--- src/rtl/pipe_hazard_ctrl.sv ---
// rtl/pipe_hazard_ctrl.sv - pipeline hazard controller: memory wait, branch flush, load-use stall (optional stall counter: HAZ_PERF_CNT_EN)
module pipe_hazard_ctrl (
    input  logic        clk,
    input  logic        rst,
    input  logic        idex_memread,
    input  logic [4:0]  idex_rt,
    input  logic [4:0]  ifid_rs,
    input  logic [4:0]  ifid_rt,
    input  logic        exmem_branch,
    input  logic        exmem_zero,
    input  logic        exmem_memread,
    input  logic        exmem_memwrite,
    input  logic        dmem_ready,
    output logic        pc_en,
    output logic        ifid_en,
    output logic        idex_en,
    output logic        exmem_en,
    output logic        memwb_en,
    output logic        ifid_flush,
    output logic        idex_flush,
    output logic        exmem_flush,
    output logic        memwb_flush,
    output logic        mem_timeout,
    output logic [15:0] stall_cnt
);

    typedef enum logic {RUN = 1'b0, MEM_WAIT = 1'b1} state_t;

    state_t     r_state;
    state_t     w_next_state;
    logic [7:0] r_wait_cnt;
    logic       r_mem_timeout;
    logic       w_memop;
    logic       w_memstall;
    logic       w_branch_flush;
    logic       w_load_use;
    logic       w_freeze;

    // Hazard detection terms from the EX/MEM and ID/EX stage contents
    always_comb begin
        w_memop        = exmem_memread | exmem_memwrite;
        w_memstall     = w_memop & ~dmem_ready;
        w_branch_flush = exmem_branch & exmem_zero;
        w_load_use     = idex_memread & (idex_rt != 5'd0) &
                         ((idex_rt == ifid_rs) | (idex_rt == ifid_rt));
    end

    // State register; reset abandons any memory wait in progress
    always_ff @(posedge clk or negedge rst) begin
        if (!rst) begin
            r_state <= RUN;
        end else begin
            r_state <= w_next_state;
        end
    end

    // Next state and stage enables/flushes, priority memstall > branch > load-use
    always_comb begin
        w_next_state = r_state;
        w_freeze     = 1'b0;
        pc_en        = 1'b1;
        ifid_en      = 1'b1;
        idex_en      = 1'b1;
        exmem_en     = 1'b1;
        memwb_en     = 1'b1;
        ifid_flush   = 1'b0;
        idex_flush   = 1'b0;
        exmem_flush  = 1'b0;
        memwb_flush  = 1'b0;
        case (r_state)
            RUN: begin
                w_freeze = w_memstall;
                if (w_memstall) begin
                    w_next_state = MEM_WAIT;
                end
            end
            MEM_WAIT: begin
                // Once waiting, only the memory's ready releases the pipeline
                w_freeze = ~dmem_ready;
                if (dmem_ready) begin
                    w_next_state = RUN;
                end
            end
            default: begin
                w_next_state = RUN;
            end
        endcase
        if (w_freeze) begin
            pc_en       = 1'b0;
            ifid_en     = 1'b0;
            idex_en     = 1'b0;
            exmem_en    = 1'b0;
            memwb_en    = 1'b0;
            memwb_flush = 1'b1;
        end else if (w_branch_flush) begin
            // ID is squashed, so a load-use against it is moot
            ifid_flush  = 1'b1;
            idex_flush  = 1'b1;
            exmem_flush = 1'b1;
        end else if (w_load_use) begin
            pc_en       = 1'b0;
            ifid_en     = 1'b0;
            idex_flush  = 1'b1;
        end
    end

    // Wait counter: cleared on entry to MEM_WAIT, counts cycles spent there
    always_ff @(posedge clk or negedge rst) begin
        if (!rst) begin
            r_wait_cnt <= 8'd0;
        end else if (r_state == RUN && w_next_state == MEM_WAIT) begin
            r_wait_cnt <= 8'd0;
        end else if (r_state == MEM_WAIT && r_wait_cnt != 8'hFF) begin
            r_wait_cnt <= r_wait_cnt + 8'd1;
        end
    end

    // Sticky timeout once a wait has lasted 256 cycles; the FSM keeps waiting
    always_ff @(posedge clk or negedge rst) begin
        if (!rst) begin
            r_mem_timeout <= 1'b0;
        end else if (r_state == MEM_WAIT && r_wait_cnt == 8'hFF) begin
            r_mem_timeout <= 1'b1;
        end
    end

    assign mem_timeout = r_mem_timeout;

`ifdef HAZ_PERF_CNT_EN
    logic [15:0] r_stall_cnt;

    // Saturating count of cycles in which the PC is held
    always_ff @(posedge clk or negedge rst) begin
        if (!rst) begin
            r_stall_cnt <= 16'd0;
        end else if (!pc_en && r_stall_cnt != 16'hFFFF) begin
            r_stall_cnt <= r_stall_cnt + 16'd1;
        end
    end

    assign stall_cnt = r_stall_cnt;
`else
    assign stall_cnt = 16'd0;
`endif

endmodule

--- config.mk ---
export PLATFORM = sky130hd
export DESIGN_NAME = pipe_hazard_ctrl
export DESIGN_NICKNAME = d
export VERILOG_FILES = /design/src/rtl/pipe_hazard_ctrl.sv
export SDC_FILE = /design/constraint.sdc
export NUM_CORES = 1
export LEC_CHECK = 0
export CORE_ASPECT_RATIO = 0.7
export CORE_MARGIN = 3
export CORE_UTILIZATION = 27
export CTS_CLUSTER_DIAMETER = 50
export DETAILED_ROUTE_END_ITERATION = 6
export PLACE_DENSITY_LB_ADDON = 0.2
export SLEW_MARGIN = 10
export SYNTH_ARGS = -nofsm -noshare
export SYNTH_HDL_FRONTEND = slang
export SYNTH_SLANG_ARGS = --single-unit
--- constraint.sdc ---
create_clock -name clk -period 2.1 [get_ports clk]
set_input_delay 0.315 -clock clk [delete_from_list [all_inputs] [get_ports clk]]
set_output_delay 0.315 -clock clk [all_outputs]
set_load 0.02 [all_outputs]
==> impl_metrics.tcl <==
set metrics [dict create \
    outcome "finished, final reports clean" \
    fin_worst_skew_ps 2.059 \
    vias 765 \
    ioPinCount 49 \
    postPlaceCellArea_um2 1147 \
    gr-total-overflow 0 \
    synth_top_area_cell "dfrtp_1" \
    dp_hpwl_um 1755 \
    async_reset_ff_frac 1.000 \
    period_share 0.9542 \
    cp.arrival_ps 1690 \
    p_per_area_nw_per_um2 592.7 \
    yosys.area.top_type_share 0.2941 \
    gp_congestion 0.8505 \
    diodes 0 \
    cts_hold_buf 0 \
    grt_pass1_wl_um 3243 \
    cts_max_level 1 \
    yosys-top-cells-area "dfrtp_1 (29%), buf_4 (19%), xnor2_1 (12%)" \
    seq_area_frac_synth 0.2941 \
    drt_pre_antenna_iters 4 \
    first_iter_violations 36 \
    area_delta_synth_final_pct 41.03 \
    power_mw 0.7111 \
    die_h_um 52.97 \
    clkTransAtPathRegs_ps 50 \
    synth_ff_type "dfrtp_1" \
    crit_chain "clkdlybuf4s50_1, xnor2_1, nand3_1, o22ai_2, a41o_1, clkdlybuf4s15_2" \
    grt_antenna_before_repair 0 \
    cp.required_ps 1780 \
    irDropWorstVdd_uv 179.2 \
    relSlewSlack 0.6670 \
    post-route-min-period_ps 2004 \
    grtUsageTotal 0.1121 \
    route.detailed.drc 0 \
    hold_path_class "input port to async pin" \
    cap_violations 0 \
    slew_violations 0 \
    syn_area_per_cell_um2 8.682 \
    path_class "input port to output port" \
    drive_above_1_share 0.1591 \
    critPathLaunchType "input port" \
    layout.nets 157 \
    cts.sinks 10 \
    clkLatencyLatePin_ps 240 \
    ys_ff_latch 10 \
    tightestPinTransition_ps 497.9 \
    num-fill-cells 296 \
    fp.dieArea_um2 3871 \
    maxClockFrequency_ghz 0.4991 \
    post_cts_buffers 0 \
    rsz0062_at_grt "false" \
    rows 16 \
    clk_path_buf_depth 2 \
    syn-instance-count 98 \
    finalInstanceArea_um2 1200 \
    setup_viol 0 \
    die_w_um 73.10 \
    totalWireLength_um 2168 \
    core_area_um2 2903 \
    cp-end-kind "output port" \
    cp_max_fo 2 \
    hold_viol 0 \
    cts_inserted_buffers 3 \
    cts_tree "yes" \
    syn_area_um2 850.8 \
    synth_edf_count 0 \
    clockRootBuffer "clkbuf_8" \
    cp.buffers_inverters 2 \
    yosysUniqueCellTypes 33 \
    initial_core_util 0.2931 \
    critical_path.max_stage_delay_ps 410 \
    power_leakage_nw 0.5579 \
    wl_per_cell_um 12.90 \
    ys_warn_count 0 \
    port_buffers 32 \
    critical_path.slowest_cell "clkdlybuf4s50_1" \
    grt_pass1_vias 720 \
    via_per_inst 4.554 \
    grt_max_degree 11 \
    path_delay_family "buffers and inverters" \
    ant_nets 0 \
]
[final cells by class]
cell class,instances,area [um2],share of cell area
flip-flops and latches,10,250.2,0.2086
repair buffers,37,349.1,0.2909
multi-input cells,79,493.0,0.4108
well taps,36,45.04,0.03754
inverters,2,7.507,0.006257
clock buffers,4,55.05,0.04588
[cells by family after synthesis]
kind of cell             after synthesis  synth area share
AND/OR/NAND/NOR                       35            0.2206
AO/OA/AOI/OAI                         15            0.1427
other                                  1          0.004408
buffers and inverters                 24            0.2000
adder cells (fa/ha/maj)                1           0.01470
XOR/XNOR                              12            0.1235
flip-flops                            10            0.2941
[report_power, final]
group,internal (mW),switching (mW)
Sequential,0.214,0.0316
Combinational,0.0966,0.116
Clock,0.166,0.0866
Total,0.476,0.235
[cell usage after synthesis (2+ instances only)]
| cell | n |
|---|---|
| nand2_1 | 8 |
| o21ai_1 | 3 |
| nor2_1 | 5 |
| dfrtp_1 | 10 |
| buf_4 | 21 |
| o311ai_1 | 2 |
| nand3_1 | 11 |
| nor3_1 | 2 |
| xnor2_1 | 12 |
[cell usage in the layout, fill, tap and decap left out, drive strengths merged, types with 2 or more instances in the layout]
master,instances
o21ai,4
nor3,3
and4,2
nand4,2
o311ai,2
conb,16
nor2,5
dfrtp,10
buf,6
inv,2
clkdlybuf4s50,18
clkbuf,6
nand3,11
clkdlybuf4s15,2
nand2,8
xnor2,12
dlygate4sd2,5
dlymetal6s2s,4
[worst paths after layout]
check	start	end	slack [ps]	cells after the start
setup / recovery	ifid_rt[3]	idex_flush	100	6
hold reg to reg	mem_timeout	mem_timeout	460	1
hold / removal	rst	r_wait_cnt[4]	410	1
setup reg to reg	r_wait_cnt[0]	r_wait_cnt[3]	570	5
min in group clk	mem_timeout	mem_timeout	460	1
max in group asynchronous	rst	mem_timeout	1360	1
[metal layers]
| layer | GRT usage | routed length (um) |
|---|---|---|
| met1 | 0.1497 | 978 |
| met2 | 0.1602 | 982 |
| met3 | 0.03605 | 153 |
| met4 | 0.05521 | 53 |
| met5 | 0 | 0 |
[repair_timing]
item                                   4_1_cts  5_1_grt
setup endpoints to repair                    9        5
endpoints found under the hold margin        0        0
resized for setup                           18       10
pin swaps                                    1        1
gates cloned                                 0        0
[registers in the layout (all words and copies together), names as in the netlist]
register / count
mem_timeout: 1
r_wait_cnt: 8
r_state: 1
[worst register-to-register path, cell delays in order, from the launching register on]
cell and delay (ps):
dfrtp_1 400, ha_1 270, nand3_1 190, o21ai_4 300, or3_1 160, o211ai_1 70
[per-stage QoR]
| step | std cells | TNS, ps | hold WS, ps | utilization | worst slack [ps] |
|---|---|---|---|---|---|
| final | 168 | 0 | 407.4 | 0.4134 | 96.20 |
| after floorplan | 113 | 0 | 19.41 | - | 40.88 |
| after detailed placement | 164 | -1558 | 450.3 | 0.3953 | -362.1 |
| after global placement | 164 | -1381 | 442.0 | 0.3953 | -318.7 |
| after global routing | 168 | 0 | 456.0 | 0.4134 | 17.96 |
| after CTS | 168 | 0 | 421.8 | 0.4125 | 0.1933 |
Power figures use the tool's default switching activity.
